`src/rtl/frame_builder.sv`:
```
// frame_builder: packs a byte stream big-endian into 16-bit words, escapes
// payload words equal to TERM or ESC, closes each frame with TERM, and caps
// the payload so payload plus terminator always fits the capture RAM.
module frame_builder #(
  parameter int unsigned MAX_WORDS = 255,
  parameter logic [15:0] TERM      = 16'haabb,
  parameter logic [15:0] ESC       = 16'haab0
) (
  input  logic        clk,
  input  logic        rst,
  input  logic        in_valid,
  input  logic [7:0]  in_data,
  input  logic        in_last,
  output logic        in_ready,
  output logic        we,
  output logic [15:0] dout,
  output logic        frame_done,
  output logic        ovf
);

  localparam int unsigned CW = $clog2(MAX_WORDS + 1);
  localparam logic [CW-1:0] MAX_CNT = CW'(MAX_WORDS);

  typedef enum logic [2:0] {S_HI, S_LO, S_ESC, S_TERM, S_DROP} state_t;

  state_t        state_q;
  logic [7:0]    hi_q;
  logic [CW-1:0] cnt_q;
  logic          last_q;
  logic          esc_term_q;   // escaped word was TERM (code 0001) rather than ESC (0000)
  logic          we_q;
  logic [15:0]   dout_q;
  logic          frame_done_q;
  logic          ovf_q;

  logic          accept;
  logic [15:0]   word_d;
  logic          needs_esc;
  logic [CW-1:0] room;
  logic          room_1;
  logic          room_2;

  // Upstream may only push while the FSM is in a byte-consuming state.
  assign in_ready = !rst && ((state_q == S_HI) || (state_q == S_LO) || (state_q == S_DROP));
  assign accept   = in_valid && in_ready;

  assign word_d    = {hi_q, in_data};
  assign needs_esc = (word_d == TERM) || (word_d == ESC);
  assign room      = MAX_CNT - cnt_q;
  assign room_1    = (room != '0);
  assign room_2    = (room > CW'(1));   // written this way so tiny counters still work

  // Frame FSM: consumes bytes, emits one word per cycle at most, all outputs registered.
  always_ff @(posedge clk or posedge rst) begin
    if (rst) begin
      state_q      <= S_HI;
      hi_q         <= 8'h00;
      cnt_q        <= '0;
      last_q       <= 1'b0;
      esc_term_q   <= 1'b0;
      we_q         <= 1'b0;
      dout_q       <= 16'h0000;
      frame_done_q <= 1'b0;
      ovf_q        <= 1'b0;
    end else begin
      we_q         <= 1'b0;
      frame_done_q <= 1'b0;
      case (state_q)
        S_HI: begin
          if (accept) begin
            hi_q  <= in_data;
            ovf_q <= 1'b0;
            if (in_last) begin
              // Odd-length frame: the lone high byte is padded with zero.
              if (room_1) begin
                we_q   <= 1'b1;
                dout_q <= {in_data, 8'h00};
                cnt_q  <= cnt_q + CW'(1);
              end else begin
                ovf_q <= 1'b1;
              end
              state_q <= S_TERM;
            end else begin
              state_q <= S_LO;
            end
          end
        end

        S_LO: begin
          if (accept) begin
            last_q <= in_last;
            if (needs_esc ? room_2 : room_1) begin
              we_q <= 1'b1;
              if (needs_esc) begin
                // Escape pair is written as a unit; the code word follows next cycle.
                dout_q     <= ESC;
                esc_term_q <= (word_d == TERM);
                cnt_q      <= cnt_q + CW'(2);
                state_q    <= S_ESC;
              end else begin
                dout_q  <= word_d;
                cnt_q   <= cnt_q + CW'(1);
                state_q <= in_last ? S_TERM : S_HI;
              end
            end else begin
              // No room: truncate the frame and swallow the rest of it.
              ovf_q   <= 1'b1;
              state_q <= in_last ? S_TERM : S_DROP;
            end
          end
        end

        S_ESC: begin
          we_q    <= 1'b1;
          dout_q  <= esc_term_q ? 16'h0001 : 16'h0000;
          state_q <= last_q ? S_TERM : S_HI;
        end

        S_TERM: begin
          we_q         <= 1'b1;
          dout_q       <= TERM;
          frame_done_q <= 1'b1;
          cnt_q        <= '0;
          last_q       <= 1'b0;
          state_q      <= S_HI;
        end

        S_DROP: begin
          if (accept && in_last) begin
            state_q <= S_TERM;
          end
        end

        default: state_q <= S_HI;
      endcase
    end
  end

  assign we         = we_q;
  assign dout       = dout_q;
  assign frame_done = frame_done_q;
  assign ovf        = ovf_q;

endmodule

```
`config.mk`:
```
export PLATFORM = sky130hd
export DESIGN_NAME = frame_builder
export DESIGN_NICKNAME = d
export VERILOG_FILES = /design/src/rtl/frame_builder.sv
export SDC_FILE = /design/constraint.sdc
export NUM_CORES = 1
export LEC_CHECK = 0
export BUFFER_PORTS_ARGS = -buffer_cell sky130_fd_sc_hd__buf_2
export CAP_MARGIN = 10
export CORE_MARGIN = 5
export CORE_UTILIZATION = 55
export DETAILED_ROUTE_END_ITERATION = 8
export PLACE_DENSITY = 0.81
export SYNTH_ARGS = -nofsm -noshare
export SYNTH_HDL_FRONTEND = slang
export SYNTH_SLANG_ARGS = --single-unit
export TNS_END_PERCENT = 1
```
`constraint.sdc`:
```
create_clock -name clk -period 3.6 [get_ports clk]
set_clock_uncertainty 0.1 [all_clocks]
set_input_delay 0.18 -clock clk [delete_from_list [all_inputs] [get_ports clk]]
set_output_delay 0.18 -clock clk [all_outputs]
set_load 0.005 [all_outputs]
```
== Yosys cells after proc, flatten, opt, wreduce, memory -nomap -nowiden ==
Cells that the tools add are included.

* Register bits after elaboration: 40
* Input bits: 12
* Output and inout port bits: 20
* Logic and storage cells: 88

* Add/sub/neg operators: 3
* Magnitude comparators: 1
* Equality and inequality tests: 13
* Muxes and demuxes: 41
* Reductions and logical operators: 21

{| class="wikitable"
|+ Operators by type and width
! operator !! number
|-
| two-way mux 16 bit || 6
|-
| case mux 16 bit (4 select lines) || 1
|-
| two-way mux 8 bit || 6
|-
| == test 16 bit, second input constant || 2
|-
| case mux 8 bit (3 select lines) || 1
|-
| two-way mux 3 bit || 5
|-
| two-way mux 1 bit || 14
|-
| case mux 3 bit (4 select lines) || 1
|-
| AND reduction 6 bit || 2
|-
| inequality test 2 bit, second input constant || 5
|-
| adder 8 x 1 -> 8 bit, second input constant || 1
|-
| adder 8 x 2 -> 8 bit, second input constant || 1
|-
| > comparator 8 x 1 -> 1 bit, second input constant || 1
|-
| two-way mux 2 bit || 4
|-
| AND reduction 4 bit || 2
|-
| nonzero test 8 bit || 1
|-
| subtractor 8 bit, first input constant || 1
|-
| == test 3 x 2 -> 1 bit, second input constant || 2
|-
| inequality test 2 x 1 -> 1 bit, second input constant || 2
|-
| case mux 1 bit (2 select lines) || 2
|-
| AND reduction 2 bit || 2
|-
| nonzero test 2 bit || 2
|-
| nonzero test 4 bit || 1
|-
| == test 3 x 1 -> 1 bit, second input constant || 1
|-
| 9 further kinds || 13
|}

== Logic depth before layout (Yosys ltp) ==
Gate-level depths: netlist of the first run.

* Depth after elaboration: 8
* Gate-level depth with buffers: 9
* Mapped depth without buffers: 8

== Worst setup path before layout of the first run ==
Ideal clock, no wire load.

* Kind: reg-to-reg
* From: register hi_q[2]
* To: register cnt_q[7]
* Library setup time: 83 ps
* Arrival time: 2472 ps
* Data required time: 3417 ps
* Setup slack: 946 ps
* Cell stages (with the launch flop): 8
* Buffers on the path: 1
* Clock period less this slack: 2654 ps
* Path through: dfrtp_1 > or4b_4 > or4_4 > buf_6 > o211ai_4 > nand3_4 > or4_1 > o21ai_0

* Word-level cells in the longest chain between the ends: 6
* Elaborated cells on any way between the ends: 10
* Classes of those cells: 3 x eq/ne; 5 x mux; 2 x reduce/logical

{| class="wikitable"
|+ Ends and longest elaborated chain
! item !! line !! text
|-
| from (decl) || 27 || <nowiki>logic [7:0] hi_q;</nowiki>
|-
| from (signal assigned) || 71 || <nowiki>hi_q <= in_data;</nowiki>
|-
| == test 16 bit || 48 || <nowiki>assign needs_esc = (word_d == TERM) || (word_d == ESC);</nowiki>
|-
| logical OR 1 bit (*) || 48 ||
|-
| two-way mux 8 bit || 94 || <nowiki>if (needs_esc) begin</nowiki>
|-
| two-way mux 8 bit || 92 || <nowiki>if (needs_esc ? room_2 : room_1) begin</nowiki>
|-
| two-way mux 8 bit || 90 || <nowiki>if (accept) begin</nowiki>
|-
| case mux 8 bit (3 select lines) || 68 || <nowiki>case (state_q)</nowiki>
|-
| to (signal assigned) || 78 || <nowiki>cnt_q <= cnt_q + CW'(1);</nowiki>
|-
| to (signal assigned) || 98 || <nowiki>cnt_q <= cnt_q + CW'(2);</nowiki>
|-
| to (signal assigned) || 102 || <nowiki>cnt_q <= cnt_q + CW'(1);</nowiki>
|-
| to (decl) || 28 || <nowiki>logic [CW-1:0] cnt_q;</nowiki>
|}

Mark *: on every way between the ends. The rest lies on a longest branch, timed or not. The select of a mux whose other input is x is not followed.
A chain may end at the register's enable or synchronous reset.

== Final worst setup path of the first run ==
Same ends and word-level chain as after synthesis.

==> results of run 1 <==
final cells by class:
class	count	area, sq um	share of cell area [%]
multi-input combinational	155	1150	44.7
sequential	40	1000	38.9
timing repair buffer	34	180	7.00
clock buffer	6	82.6	3.21
tap	50	62.6	2.43
inverter	15	56.3	2.19
clock inverter	2	38.8	1.51
metal layers:
layer  track usage (%)  routed length (um)
met1              27.7                2210
met2              31.1                2400
met3              4.86                 347
met4              6.24                  88
met5                 0                   0
worst min path at each step:
stage,to,cells after the start
after CTS,dout[6]$_DFFE_PP0P_,3
after detailed placement,state_q[0]$_DFFE_PP0P_,2
final,dout[6]$_DFFE_PP0P_,3
after global placement,state_q[0]$_DFFE_PP0P_,2
after global routing,hi_q[6]$_DFFE_PP0P_,2
after floorplan,dout[2]$_DFFE_PP0P_,2
cells by family (layout without fill, tap and decap cells):
logic type      count (synthesis)  after routing  synth area share, %
compound gates                 61             61                 18.7
fa+ha+maj                       4              4                 2.21
simple gates                   61             61                 16.1
buf+inv                        26             57                 5.02
flops                          40             40                 44.2
mux                            29             29                 13.8
through the flow:
step	hold WS, ps	instance area, sq um
after floorplan	214	2270
after global placement	291	2440
after detailed placement	291	2440
after CTS	34.7	2570
after global routing	53.3	2570
final	41.1	2570
Yosys cell counts (all sizes together), types with 3 or more instances:
cell / number
a211oi: 4
a21oi: 17
a221o: 4
a22o: 4
and3: 3
buf: 4
clkbuf: 7
dfrtp: 40
ha: 4
inv: 15
mux2: 18
mux2i: 11
nand2: 14
nand2b: 3
nand3: 8
nand4: 3
nor2: 12
nor2b: 3
nor3: 4
o21ai: 11
o22ai: 4
critical path: stages, from the launching register on:
cell and delay [ps]:
dfrtp_1 400, or4b_4 550, or4_4 590, nor3_4 360, o2111ai_1 190, or4_1 420, o21ai_0 90
power by group:
group	switching, mW	internal [mW]
logic	0.371	0.349
registers	0.162	0.640
clock network	0.160	0.227
sequential cells by signal (all words and copies together) (netlist names):
signal,cells
ovf,1
cnt_q,8
state_q,3
last_q,1
we,1
dout,16
hi_q,8
frame_done,1
esc_term_q,1
placed cells by master (no fill, tap or decap), types with 2 or more instances in the layout:
cell,instances
dfrtp_1,40
buf_2,31
mux2_2,18
a21oi_1,17
inv_1,15
nand2_1,14
nor2_1,12
o21ai_0,11
mux2i_1,11
nand3_1,6
clkbuf_8,6
a221o_1,4
a211oi_1,4
o22ai_1,4
ha_1,4
nand4_1,3
nor3_1,3
nand2b_1,3
a22o_1,3
nor2b_1,3
or3_1,2
or2_2,2
nand3_4,2
o41ai_1,2
and3_1,2
a31oi_1,2
nor3b_1,2
buf_4,2
repair_timing:
item | CTS | global route
gates resized for setup | 0 | 0
hold buffers | 1 | 0
hold endpoints to repair | 20 | 0
==> summary.md, run 1 <==
| Metric | Value |
|---|---|
| Largest net degree at the start of global routing | `22` |
| Net count after synthesis | `237` |
| Placed Instances | `293` |
| Part of the cycle the worst path needs | `77.3%` |
| Crit path arrival time | `2900 ps` |
| Number of buffers added by the clock tree synthesis step | `5` |
| Synth top area share | `44.2%` |
| Worst-case setup slack after placement | `864 ps` |
| H-tree Lvls | `2` |
| Number of inserted filler cells in the final layout | `335` |
| Crit path kind | `register to register` |
| Final Total Pwr | `1.91 mW` |
| Wire length of the first global-routing pass | `8470 um` |
| Proportion of register bits with asynchronous set or reset after synthesis | `100%` |
| Worst VDD drop | `0.503 mV` |
| Number of flip-flops and latches in the synthesized netlist | `40` |
| Crit Reg-Reg Endpoint | `cnt_q[7]$_DFFE_PP0P_` |
| CTS tree | `built` |
| Number of placement rows | `23` |
| DR vias/cell | `6.27` |
| Die Footprint | `5500 sq um` |
| Initial Utilization | `56.6%` |
| Worst setup EP type | `register` |
| Post-CTS Repair Setup Buffers | `0` |
| Placer Congestion | `0.888` |
| Area Growth Syn to Fin | `13.5%` |
| Longest Clk Path Bufs | `2` |
| Total wirelength of the detailed-routed design | `5050 um` |
| Final Non-Filler Cells | `302` |
| Cell type with the largest total area after synthesis | `dfrtp_1` |
| Initial antenna violation count | `0` |
| Max-capacitance violation count | `0` |
| Class of the tightest hold or removal check | `input port to register` |
| Core Footprint | `4000 sq um` |
| Final count of pins violating max slew | `0` |
| Number of routed nets with antenna violations | `0` |
| First-pass iteration count of the detailed router | `4` |
| Clk slew on worst S/H paths | `80 ps` |
| Result of the run | `complete, no violations` |
| Setup violations, final | `0` |
| Routed wire length per instance | `16.7 um` |
| Startpoint of the most critical register-to-register path | `hi_q[2]$_DFFE_PP0P_` |
| Maximum fanout count along the critical path | `9` |
| Internal reg-to-reg setup slack | `820 ps` |
| X dimension of the die | `74.2 um` |
| Minimum setup slack in the final design | `816 ps` |
| Setup crit start kind | `register` |
| Mean Syn Cell Area | `10.3 sq um` |
| Netlist area before placement | `2270 sq um` |
| Remaining routing DRC violations | `0` |
| Maximum achievable frequency | `359 MHz` |
| Reported leakage power | `1.21 nW` |
| Critical hold path startpoint | `in_data[6]` |
| Clock latency of the later-clocked register in the worst-skew pair | `290 ps` |
| Total vias in the final route | `1,893` |
| Die height | `74.2 um` |
| Number of hold violations in the final report | `0` |
| Unrepaired setup endpoints after global routing | `no` |
| Final layout net count | `267` |
| Portion of the post-synthesis area used by sequential elements | `44.2%` |
| Timing endpoint of the critical path | `cnt_q[7]$_DFFE_PP0P_` |
| Starting DRT DRC Count | `237` |
| Share of final-layout standard cells stronger than drive strength 1 | `28.6%` |
| Buffers on Ports | `31` |
| Worst-margin pin slew | `772 ps` |
| Total global-route track usage | `20.0%` |
| Synthesized instance count | `221` |
| Sum of net half-perimeters after detailed placement | `3700 um` |
| Worst max-slew margin expressed relative to the limit | `48.5%` |
| Yosys warning count | `0` |
| Via count of the first global-routing pass | `1,760` |
| Worst endpoint required time | `3710 ps` |
| Post-synth top flop | `dfrtp_1` |
| Root buffer cell | `clkbuf_8` |
| Start point of the critical path | `hi_q[2]$_DFFE_PP0P_` |
| Overflow left after global routing | `0` |
| Largest cells by area after synthesis | `dfrtp_1 (44%), mux2_2 (8.9%), mux2i_1 (4.9%)` |
| Number of sinks on the clock net | `40` |
| Depth of the worst register-to-register path | `6` |
| Antenna Diode Count | `0` |
| Power per Cell Area | `742 nW/um^2` |
| Final min period | `2780 ps` |
| Core utilization of the finished layout | `64.3%` |
| Count of different cell masters after synthesis | `50` |
| Sum Neg Setup Slack | `0 ps` |
| Number of synthesized flops with an enable pin | `0` |
| Number of primary I/O pins | `32` |
Power figures use the tool's default switching activity.
==> inputs of run 2 (changes only) <==
- ABC_AREA: unset -> 1
- CORE_UTILIZATION: 55 -> 52
- PLACE_DENSITY: 0.81 -> 0.8
- clock period: 3.6 -> 2.3 ns (I/O delays scaled with it)
==> run 2 against run 1 <==
- core utilization down 3.5 points
- synthesized cell count is 38% higher
- via count rose by 11%
- highest routed layer unchanged
- die area up 10%
==> summary.md, run 2 <==
| Metric | Value |
|---|---|
| Result of the run | `complete, no violations` |
| Final count of pins violating max slew | `0` |
| Via count of the first global-routing pass | `2,115` |
| Placer Congestion | `0.900` |
| Most frequent cells in the layout | `nand2_1 (93), dfrtp_1 (40), buf_2 (31)` |
| Root buffer cell | `clkbuf_8` |
| Maximum fanout count along the critical path | `30` |
| Leading cell type by number of instances after synthesis | `nand2_1` |
| Portion of the post-synthesis area used by sequential elements | `41.7%` |
| Max-capacitance violation count | `0` |
| Largest stage delay, worst path | `460 ps` |
| Initial antenna violation count | `0` |
| Number of flip-flops and latches in the synthesized netlist | `40` |
| Share of final-layout standard cells stronger than drive strength 1 | `21.7%` |
| Net count after synthesis | `322` |
| CP Buf/Inv Count | `2` |
| Clock latency of the later-clocked register in the worst-skew pair | `290 ps` |
| Antenna Diode Count | `0` |
| Setup violations, final | `0` |
| Netlist area before placement | `2400 sq um` |
| Maximum achievable frequency | `508 MHz` |
| Worst endpoint required time | `2380 ps` |
| Total wirelength of the detailed-routed design | `5080 um` |
| Total global-route track usage | `18.0%` |
| Proportion of register bits with asynchronous set or reset after synthesis | `100%` |
| Reported leakage power | `1.37 nW` |
| Worst VDD drop | `0.361 mV` |
| Crit path arrival time | `2040 ps` |
| Sum Neg Setup Slack | `0 ps` |
| Largest net degree at the start of global routing | `41` |
| First-pass iteration count of the detailed router | `4` |
| Overflow left after global routing | `0` |
| Largest delay share family, worst path | `simple AND/OR/NAND/NOR gates` |
| Buffers on Ports | `31` |
| Crit path kind | `register to register` |
| Part of the cycle the worst path needs | `85.6%` |
| Worst-margin pin slew | `506 ps` |
| Number of inserted filler cells in the final layout | `396` |
| Cts repair resizes | `0` |
| Die Footprint | `6080 sq um` |
| Post-synth top flop | `dfrtp_1` |
| Final layout net count | `356` |
| Die height | `78.0 um` |
| Cell type with the largest total area after synthesis | `dfrtp_1` |
| Synth top area share | `41.7%` |
| Commonest non-fill, non-tap cell in the layout | `nand2_1` |
| Routed wire length per instance | `12.9 um` |
| Initial Utilization | `54.4%` |
| Setup crit start kind | `register` |
| Mean Syn Cell Area | `7.85 sq um` |
| Count of different cell masters after synthesis | `32` |
| Class of the tightest hold or removal check | `input port to register` |
| DR vias/cell | `5.35` |
| Final Total Pwr | `2.81 mW` |
| Most instantiated cells after synthesis | `nand2_1 (93), dfrtp_1 (40), nor2_1 (27), nand3_1 (22), inv_1 (17)` |
| Largest cells by area after synthesis | `dfrtp_1 (42%), nand2_1 (15%), nand3_1 (4.6%)` |
| Number of synthesized flops with an enable pin | `0` |
| Post-CTS Hold Buffers | `1` |
| Unrepaired setup endpoints after global routing | `no` |
| Area Growth Syn to Fin | `11.9%` |
| Number of placement rows | `24` |
| Number of primary I/O pins | `32` |
| Power per Cell Area | `1050 nW/um^2` |
| Longest Clk Path Bufs | `2` |
| H-tree Lvls | `2` |
| Sum of net half-perimeters after detailed placement | `3780 um` |
| Number of routed nets with antenna violations | `0` |
| Number of hold violations in the final report | `0` |
| Worst max-slew margin expressed relative to the limit | `66.3%` |
| Clk slew on worst S/H paths | `80 ps` |
| Number of buffers added by the clock tree synthesis step | `5` |
| CTS tree | `built` |
| Total vias in the final route | `2,103` |
| Number of sinks on the clock net | `40` |
| Number of flip-flops in the largest register | `16` |
| Cells traversed along the worst timing path | `ha_1 > inv_1 > nor2_2 > nand2_1 > nand2_2 > nand3_4 > nand2_4 > inv_2 > nand2_1 > nand2_1` |
| Synthesized instance count | `306` |
| Core Footprint | `4410 sq um` |
| Wire length of the first global-routing pass | `9120 um` |
| Final min period | `1970 ps` |
| Post-CTS Repair Setup Buffers | `0` |
| Worst setup EP type | `register` |
| X dimension of the die | `78.0 um` |
| Cell repeated most along the worst path | `nand2_1` |
| Slowest cell on crit path | `dfrtp_1` |
| Yosys warning count | `0` |
| Starting DRT DRC Count | `99` |
| Remaining routing DRC violations | `0` |
==> run 2: cell types whose count changed in the layout (fill, tap and decap cells not counted), sizes merged, moves of 6 or more <==
cell,change
mux2i,-11
inv,+10
mux2,-14
a21oi,-11
nor2,+22
nand3,+16
nand2,+91
o21ai,+15
xor2,+6
==> run 2: kinds of logic (layout without fill, tap and decap cells) <==
| family | count (synthesis) | in the layout | share of synthesized area, % |
|---|---|---|---|
| compound gates | 45 | 45 | 10.9 |
| xor+xnor | 10 | 10 | 3.65 |
| fa+ha+maj | 4 | 4 | 2.08 |
| buf+inv | 34 | 69 | 7.03 |
| flops | 40 | 40 | 41.7 |
| mux | 4 | 4 | 2.19 |
| simple gates | 169 | 169 | 32.5 |
==> run 2: layout make-up <==
cell class / count / area (sq um) / share of cell area (%)
clock buffer: 6 / 72.6 / 2.70
tap: 52 / 65.1 / 2.42
sequential: 40 / 1000 / 37.3
inverter: 27 / 101 / 3.77
clock inverter: 2 / 35.0 / 1.30
multi-input combinational: 232 / 1230 / 45.8
timing repair buffer: 34 / 180 / 6.71
==> run 2: path summary, 6_finish.rpt <==
| kind | startpoint | to | slack, ps | cells past startpoint |
|---|---|---|---|---|
| min reg2reg | dout[0]$_DFFE_PP0P_ | dout[0]$_DFFE_PP0P_ | 380 | 2 |
| min in group asynchronous | rst | state_q[1]$_DFFE_PP0P_ | 410 | 4 |
| max in group asynchronous | rst | dout[9]$_DFFE_PP0P_ | 1330 | 4 |
| min | in_data[6] | hi_q[6]$_DFFE_PP0P_ | 6 | 2 |
| max | cnt_q[1]$_DFFE_PP0P_ | dout[0]$_DFFE_PP0P_ | 330 | 10 |
| max reg2reg | cnt_q[1]$_DFFE_PP0P_ | dout[0]$_DFFE_PP0P_ | 330 | 10 |
==> run 2: report_power, final <==
group          leakage, nW  total [mW]  switching [mW]  internal [mW]
Clock               0.0552       0.558           0.236          0.322
Combinational        0.803        1.08           0.635          0.448
Sequential           0.512        1.17           0.215          0.959
Total                 1.37        2.81            1.09           1.73
==> run 2: metrics by stage <==
stage                     utilization, %  hold WS, ps  std cells  setup WS, ps  area [sq um]
after detailed placement            58.2          206        384           331          2570
after global routing                60.9         1.36        393           100          2690
final                               60.9         5.96        393           331          2690
after global placement              58.2          202        384           378          2570
after CTS                           60.9         5.18        393           318          2690
after floorplan                        -          152        306           635          2400
==> run 2: metal layers <==
metal	share of wire, %	routed length [um]	GRT usage, %
met3	4.5	226	4.40
met5	0	0	0
met2	50	2550	31.5
met4	0.67	34	5.74
met1	45	2270	21.7
